==> config.mk <==
export PLATFORM = sky130hd
export DESIGN_NAME = serial_add_ctrl
export DESIGN_NICKNAME = d
export VERILOG_FILES = /design/src/rtl/serial_add_ctrl.sv
export SDC_FILE = /design/constraint.sdc
export NUM_CORES = 1
export LEC_CHECK = 0
export ABC_AREA = 1
export BUFFER_PORTS_ARGS = -buffer_cell sky130_fd_sc_hd__clkbuf_2
export CAP_MARGIN = 20
export CORE_ASPECT_RATIO = 1.75
export CORE_UTILIZATION = 44
export DETAILED_ROUTE_END_ITERATION = 8
export PLACE_DENSITY = 0.66
export SYNTH_ARGS = -nofsm -noshare
export SYNTH_HDL_FRONTEND = slang
export SYNTH_SLANG_ARGS = --single-unit
==> constraint.sdc <==
create_clock -name clk -period 3 [get_ports clk]
set_input_delay 0.45 -clock clk [delete_from_list [all_inputs] [get_ports clk]]
set_output_delay 0.45 -clock clk [all_outputs]
set_load 0.02 [all_outputs]
==> src/rtl/serial_add_ctrl.sv <==
// serial_add_ctrl: bit-serial adder controller.
// Captures two WIDTH-bit operands on start, runs one full-adder stage per
// clock (LSB first) with the carry held in a flop, then presents sum and
// carry_out together with a one-cycle done strobe.
// Optional feature macro: SERIAL_ADD_SUB_EN (adds the sub port; a - b).
//
// Handshake: start is sampled only while idle (busy=0, done=0); an accepted
// start raises busy on the next cycle. busy stays high for exactly WIDTH
// cycles, then done pulses for one cycle with sum/carry_out valid, and the
// block is idle again on the following cycle. start while busy or done is
// dropped, not queued. sum/carry_out hold their value until the next done.
module serial_add_ctrl #(
    parameter int WIDTH = 8
) (
    input  logic             clk,
    input  logic             rst_n,
    input  logic             start,
    input  logic [WIDTH-1:0] a,
    input  logic [WIDTH-1:0] b,
`ifdef SERIAL_ADD_SUB_EN
    input  logic             sub,
`endif
    output logic             busy,
    output logic             done,
    output logic [WIDTH-1:0] sum,
    output logic             carry_out,
    output logic [1:0]       dbg_state
);

    localparam int CW = $clog2(WIDTH) + 1;

    typedef enum logic [1:0] {
        IDLE = 2'd0,
        RUN  = 2'd1,
        DONE = 2'd2
    } state_t;

    state_t           state;
    state_t           state_nxt;
    logic [CW-1:0]    cnt;
    logic [WIDTH-1:0] a_sr;
    logic [WIDTH-1:0] b_sr;
    logic [WIDTH-1:0] res;
    logic [WIDTH-1:0] res_nxt;
    logic [WIDTH-1:0] s_msb;
    logic             carry;
    logic             carry_init;
    logic             b_eff;
    logic             s;
    logic             c;
    logic             last;

`ifdef SERIAL_ADD_SUB_EN
    logic sub_q;
    assign b_eff      = sub_q ? ~b_sr[0] : b_sr[0];
    assign carry_init = sub;
`else
    assign b_eff      = b_sr[0];
    assign carry_init = 1'b0;
`endif

    // Final RUN cycle is the one where the counter holds WIDTH-1.
    assign last      = (cnt == CW'(WIDTH - 1));
    assign dbg_state = state;

    // State register.
    always_ff @(posedge clk or negedge rst_n) begin
        if (!rst_n) state <= IDLE;
        else        state <= state_nxt;
    end

    // Next-state and status outputs; busy and done are decoded from distinct states.
    always_comb begin
        state_nxt = state;
        busy      = 1'b0;
        done      = 1'b0;
        case (state)
            IDLE: if (start) state_nxt = RUN;
            RUN: begin
                busy = 1'b1;
                if (last) state_nxt = DONE;
            end
            DONE: begin
                done      = 1'b1;
                state_nxt = IDLE;
            end
            default: state_nxt = IDLE;
        endcase
    end

    // One-bit full adder; its sum bit enters the result register at the MSB.
    always_comb begin
        s       = a_sr[0] ^ b_eff ^ carry;
        c       = (a_sr[0] & b_eff) | (a_sr[0] & carry) | (b_eff & carry);
        s_msb   = '0;
        s_msb[WIDTH-1] = s;
        res_nxt = (res >> 1) | s_msb;
    end

    // Operand capture, serial shifting and result publication.
    always_ff @(posedge clk or negedge rst_n) begin
        if (!rst_n) begin
            a_sr      <= '0;
            b_sr      <= '0;
            res       <= '0;
            carry     <= 1'b0;
            cnt       <= '0;
            sum       <= '0;
            carry_out <= 1'b0;
`ifdef SERIAL_ADD_SUB_EN
            sub_q     <= 1'b0;
`endif
        end else begin
            case (state)
                IDLE: begin
                    if (start) begin
                        a_sr  <= a;
                        b_sr  <= b;
                        res   <= '0;
                        carry <= carry_init;
                        cnt   <= '0;
`ifdef SERIAL_ADD_SUB_EN
                        sub_q <= sub;
`endif
                    end
                end
                RUN: begin
                    a_sr  <= a_sr >> 1;
                    b_sr  <= b_sr >> 1;
                    res   <= res_nxt;
                    carry <= c;
                    cnt   <= cnt + CW'(1);
                    // Outputs only change once the full word is done.
                    if (last) begin
                        sum       <= res_nxt;
                        carry_out <= c;
                    end
                end
                default: ;
            endcase
        end
    end

endmodule

==> metrics.txt, run 1 <==
outcome=completed; Vias/cell=5.08; total wire length=3.29 mm; first drt pass iteration count=4; top cells by area, synth=dfrtp_1, nand2_1, nand3_1, buf_4, buf_6; actual slew at the worst max-slew pin=0.949 ns; final hold vios=0; RSZ-0062 raised after global routing=false; CP max FO=32; FF-to-FF setup slack=~1.5 ns; min Tclk post-route=1.95 ns; Worst Skew=about 0.005 ns; startpoint types=register; yosys warns=0; die height=roughly 86 um; gpl congestion=around 0.77; total grt overflow=0; cts bufs inserted=5; Routed WL per cell=12.2 um; synthesized area=1750 um2; Synth top area share=55.7%; largest net degree at the start of global routing=40; final setup TNS=0 ns; Mapped Nets=between 200 and 250; GRT Total Usage=17.9%; Syn Inst Count=191; Slew Limit Fails=0; Max VDD drop=between 0.5 and 0.6 mV; pre-CTS setup slack=1.37 ns; Final #Nets=241; core area=3830 um2; area grow syn2layout=13.2%; Post CTS Setup Buffer Count=0; WP data arrival=1.50 ns; post-cts sizing count=0; Reg2Reg Depth=5; Crit Reg-Reg Endpoint=a_sr[3]; kind of critical path=reg2out; Final HPWL DP=2.18 mm; critical path cell sequence=nand2_4 -> inv_8 -> clkbuf_2; Crit-path slowest cell=dfrtp_1; clk_lat worst skew=0.29 ns; CTS root buf=clkbuf_8; CTS tree=yes; vias in the first global route=1311; r2r startpoint=dbg_state[1]; Post-CTS Hold Buffers=0; # DRC=0; starting DRC count in detailed routing=69; Die Width=49.7 um; CTS sink count=39; Reg clk slew, reported paths=0.07 ns; Cell Rows=30; # fillers=roughly 400; Static Leak=between 1 and 1.5 nW; FMAX=513 MHz; via count=between 1000 and 1500; layout cell share with drive strength beyond 1=between 20% and 30%; Slew HR=between 30% and 40%; num ports=32; period utilisation layout=65.0%; initial antenna violation count=0; Critical Path End Type=primary output; PD cells=1050 nW/um2; Starting Density=45.8%; n_diodes=0; Final WS setup=1.05 ns; max_cap viols=0; Die Area=4250 um2; remaining antenna violation count=0; CTS Buffer Depth=2; register bit total from synthesis=39; Synth Area per Inst=9.18 um2; Worst Path Required=2.55 ns; I/O Buffers=31; library cells used by synthesis=23; # H-tree levels=2; cell taking the most area after synthesis=dfrtp_1; final setup fails=0; hold crit path type=in2async; register area share after synthesis=55.7%; Worst path max stage delay=0.47 ns; global-route wire length before repair=just under 6 mm
-- layer usage --
| metal | wire length [um] | share of wire (%) | vias to the layer above | global-route usage, % |
|---|---|---|---|---|
| met5 | 0 | 0 | - | 0 |
| met3 | 161 | 4.9 | 5 | 5.14 |
| li1 | - | - | 675 | - |
| met1 | 1350 | 41 | 646 | 19.7 |
| met2 | 1720 | 52 | 40 | 32.1 |
| met4 | 53 | 1.6 | 0 | 6.23 |
-- critical path, delay by kind of cell (launching register included) --
kind / cells / cell delay (ns)
buffers and inverters: 2 / 0.45
and+or+nand+nor: 1 / 0.28
DFF: 1 / 0.47
-- cell usage in the layout, fill, tap and decap left out --
cell       Yosys  routed
bufinv_16      0       1
clkbuf_2       0      31
clkbuf_8       1       6
clkinv_2       0       1
dfrtp_1       39      39
fa_1           1       1
ha_1           1       1
inv_1          1       1
inv_2          1       1
inv_8          1       1
nand2_1       81      81
nand2_2        2       2
nand2_4        1       1
nand3_1       44      44
nand3_2        1       1
nand4_1        1       1
nor2_1         3       3
nor2_4         1       1
nor2_8         1       1
o21ai_0        1       1
o21ai_1        1       1
o21bai_1       1       1
-- through the flow --
| step | utilization [%] | std cells | hold WS, ns | cell area, um2 | total power [mW] |
|---|---|---|---|---|---|
| floorplan | - | 191 | 0.154 | 1750 | 1.52 |
| global placement | 48.8 | 261 | 0.461 | 1870 | 1.62 |
| detailed placement | 48.8 | 261 | 0.465 | 1870 | 1.64 |
| CTS | 51.8 | 269 | 0.335 | 1980 | 2.10 |
| global route | 51.8 | 269 | 0.356 | 1980 | 2.25 |
| finish | 51.8 | 269 | 0.296 | 1980 | 2.08 |
-- kinds of logic after synthesis --
| group | after synthesis | synth area share (%) |
|---|---|---|
| simple gates | 135 | 34.6 |
| flops | 39 | 55.7 |
| fa+ha+maj | 2 | 1.86 |
| buf+inv | 12 | 6.85 |
| compound gates | 3 | 0.999 |
-- worst max-delay path by stage --
| stage | start | endpoint | slack (ns) | cells past startpoint |
|---|---|---|---|---|
| 6_report | dbg_state[0] | busy | 1.05 | 3 |
| 5_1_grt | dbg_state[0] | busy | 0.97 | 3 |
| 4_1_cts | dbg_state[0] | busy | 1.04 | 3 |
| 3_5_place_dp | dbg_state[0] | busy | 1.37 | 3 |
| 3_3_place_gp | dbg_state[0] | busy | 1.39 | 3 |
| 2_1_floorplan | dbg_state[0] | busy | 1.60 | 3 |
-- power breakdown --
part           internal [mW]  switching [mW]  leakage (nW)
logic                  0.244           0.480         0.495
registers              0.750           0.152         0.501
clock network          0.269           0.184        0.0612
total                   1.26           0.816          1.06
-- layout make-up --
class | instances | area [um2] | share of cell area [%]
sequential | 39 | 976 | 49.2
clock buffer | 6 | 82.6 | 4.16
inverter | 3 | 18.8 | 0.946
tap | 48 | 60.1 | 3.03
multi-input combinational | 140 | 657 | 33.1
clock inverter | 2 | 35.0 | 1.77
timing repair buffer | 31 | 155 | 7.82
-- registers in the layout, indices dropped and copies added, names as in the netlist --
register / cells
a_sr: 8
b_sr: 8
carry: 1
carry_out: 1
cnt: 4
dbg_state: 2
res: 7
sum: 8
-- cells in the mapped netlist (all sizes together) --
library cell,number
nand2,84
dfrtp,39
nor2,5
nand3,45
fa,1
ha,1
nand4,1
o21bai,1
inv,3
clkbuf,1
buf,8
o21ai,2
(Power assumes the default switching activity.)
==> inputs of run 2 (changes only) <==
--- a/config.mk
+++ b/config.mk
@@ -5,13 +5,13 @@
 export SDC_FILE = /design/constraint.sdc
 export NUM_CORES = 1
 export LEC_CHECK = 0
-export ABC_AREA = 1
+export ABC_AREA = 0
 export BUFFER_PORTS_ARGS = -buffer_cell sky130_fd_sc_hd__clkbuf_2
 export CAP_MARGIN = 20
 export CORE_ASPECT_RATIO = 1.75
 export CORE_UTILIZATION = 44
 export DETAILED_ROUTE_END_ITERATION = 8
-export PLACE_DENSITY = 0.66
+export PLACE_DENSITY = 0.67
 export SYNTH_ARGS = -nofsm -noshare
 export SYNTH_HDL_FRONTEND = slang
 export SYNTH_SLANG_ARGS = --single-unit
==> constraint.sdc (replaced) <==
create_clock -name clk -period 1.95 [get_ports clk]
set_input_delay 0.2925 -clock clk [delete_from_list [all_inputs] [get_ports clk]]
set_output_delay 0.2925 -clock clk [all_outputs]
set_load 0.02 [all_outputs]
==> metrics.txt, run 2 <==
register bit total from synthesis=39 (unchanged); global-route wire length before repair=5.33 mm (was 5.78 mm); synthesized area=1620 um2 (was 1750 um2); Routed WL per cell=14.7 um (was 12.2 um); largest net degree at the start of global routing=40 (unchanged); post-cts sizing count=0 (unchanged); Die Width=47.8 um (was 49.7 um); Worst Path Required=2.13 ns (was 2.55 ns); CTS tree=yes (unchanged); Worst path max stage delay=0.42 ns (was 0.47 ns); n_diodes=0 (unchanged); Reg clk slew, reported paths=0.07 ns (about the same); max_cap viols=0 (unchanged); remaining antenna violation count=0 (unchanged); count leader, synth=dfrtp_1 (was nand2_1); Mapped Nets=155 (was 212); actual slew at the worst max-slew pin=0.504 ns (was 0.949 ns); Non-Filler Instances=217 (was 269); final hold vios=0 (unchanged); most frequent cells in the layout=dfrtp_1, clkbuf_2, nand2_1 (was nand2_1, nand3_1, dfrtp_1); library cells used by synthesis=21 (was 23); FMAX=646 MHz; Max VDD drop=0.874 mV (was 0.552 mV); core occupancy in the finished layout=57.1% (was 51.8%); CTS Buffer Depth=2 (unchanged); Final WS setup=0.403 ns (was 1.05 ns); Static Leak=0.950 nW (was 1.06 nW); Slew Limit Fails=0 (unchanged); cell taking the most area after synthesis=dfrtp_1 (unchanged); Worst Skew=0.00461 ns (was 0.00513 ns); top cells by area, synth=dfrtp_1, mux2_2, a22o_1, a22oi_1, o21ai_0 (was dfrtp_1, nand2_1, nand3_1, buf_4, buf_6); # H-tree levels=2 (unchanged); total wire length=3.19 mm (was 3.29 mm); GRT Total Usage=19.4% (was 17.9%); Post-CTS Hold Buffers=0 (unchanged); min Tclk post-route=1.55 ns; Post-synth ARST share=100% (unchanged); cts bufs inserted=5 (unchanged); Slew HR=66.4% (was 36.7%); Vias/cell=5.47 (was 5.08); area grow syn2layout=21.3% (was 13.2%); most common cell after layout, fill and taps aside=dfrtp_1 (was nand2_1); Post-synth top cells=dfrtp_1, nand2_1, o21ai_0 (was nand2_1, nand3_1, dfrtp_1); PD cells=1520 nW/um2 (was 1050 nW/um2); Cell Rows=28 (was 30); layout cell share with drive strength beyond 1=34.3% (was 21.3%); Die Area=3930 um2 (was 4250 um2); RSZ-0062 raised after global routing=false (unchanged); starting DRC count in detailed routing=25 (was 69); pre-CTS setup slack=0.406 ns (was 1.37 ns); Synth Area per Inst=12.1 um2 (was 9.18 um2); Placed Cells incl. Taps=209 (was 261); via count=1187 (was 1366); CTS sink count=39 (unchanged); CP max FO=10 (was 32); critical path cell sequence=ha_1 -> nand2_1 -> nor3b_2 -> buf_4 -> mux2_2 (was nand2_4 -> inv_8 -> clkbuf_2); Post-synth EDFFs=0 (unchanged); CTS root buf=clkbuf_8 (unchanged); # DRC=0 (unchanged); startpoint types=register (unchanged); final setup fails=0 (unchanged); Critical Path End Type=register (was primary output); Top FF cell, synth=dfrtp_1 (unchanged); Syn Inst Count=134 (was 191); core area=3430 um2 (was 3830 um2); kind of critical path=reg2reg (was reg2out); WP data arrival=1.73 ns (was 1.50 ns); Final #Nets=192 (was 241); I/O Buffers=31 (unchanged); num ports=32 (unchanged); Crit-path slowest cell=dfrtp_1 (unchanged); outcome=completed (unchanged); biggest regs=a_sr: 8 flops, b_sr: 8 flops, sum: 8 flops (unchanged); Synth top area share=60.3% (was 55.7%); Post CTS Setup Buffer Count=0 (unchanged); period utilisation layout=79.3%; vias in the first global route=1242 (was 1311); Starting Density=47.1% (was 45.8%); first drt pass iteration count=4 (unchanged); clk_lat worst skew=0.29 ns (about the same); initial antenna violation count=0 (unchanged); yosys warns=0 (unchanged); gpl congestion=0.738 (was 0.768); register area share after synthesis=60.3% (was 55.7%); hold crit path type=in2async (unchanged); die height=82.2 um (was 85.5 um); total grt overflow=0 (unchanged); Pwr Total=2.97 mW (was 2.08 mW); final setup TNS=0 ns (unchanged); Final HPWL DP=2.27 mm (was 2.18 mm)
[run 2: changes by cell type in the layout (fill, tap and decap cells not counted), moves of 10 or more]
cell	before	now
nand2_1	81	16
nand3_1	44	1
o21ai_0	1	14
a22o_1	0	12
a22oi_1	0	12
mux2_2	0	10
[run 2: area by class of cell]
cell class                      count  area [um2]
Multi-Input combinational cell     86         597
Sequential cell                    39         976
Fill cell                         318        1470
Timing Repair Buffer               39         215
Tap cell                           45        56.3
Clock inverter                      2        35.0
Clock buffer                        6        82.6
[run 2: final timing paths]
path | startpoint | endpoint | slack (ns) | cells past startpoint
max | cnt[0] | sum[6] | 0.40 | 5
min | rst_n | cnt[2] | 0.04 | 2
max reg2reg | cnt[0] | sum[6] | 0.40 | 5
min reg2reg | b_sr[5] | b_sr[5] | 0.49 | 2
max in group asynchronous | rst_n | a_sr[7] | 1.57 | 2
min in group clk | a[7] | a_sr[7] | 0.22 | 2
[run 2: cell families (layout without fill, tap and decap cells)]
family	count (synthesis)	after routing	share of synthesized area, %
simple gates	29	29	8.66
fa+ha+maj	2	2	2.01
flops	39	39	60.3
buf+inv	9	47	2.78
compound gates	45	45	19.3
mux	10	10	6.96
[run 2: report_power, final]
group,total (mW),switching [mW],internal [mW]
Combinational,0.971,0.513,0.458
Sequential,1.31,0.210,1.10
Clock,0.688,0.274,0.414
[run 2: per-layer routing]
metal  GRT usage (%)  vias up  routed length [um]
li1                -      556                   -
met1            21.2      590                1290
met2            33.5       37                1690
met3            6.30        4                 161
met4            6.67        0                  44
met5               0        -                   0
[run 2: worst max-delay path, delay by kind of cell (launching register included)]
family,cells,cell delay (ns)
flops,1,0.42
fa+ha+maj,1,0.20
buf+inv,1,0.20
mux,1,0.34
simple gates,2,0.27
[run 2: stage by stage]
step | hold slack [ns] | cell area [um2]
floorplan | -0.00309 | 1620
global placement | 0.367 | 1840
detailed placement | 0.374 | 1840
CTS | 0.0641 | 1960
global route | 0.0890 | 1960
finish | 0.0396 | 1960
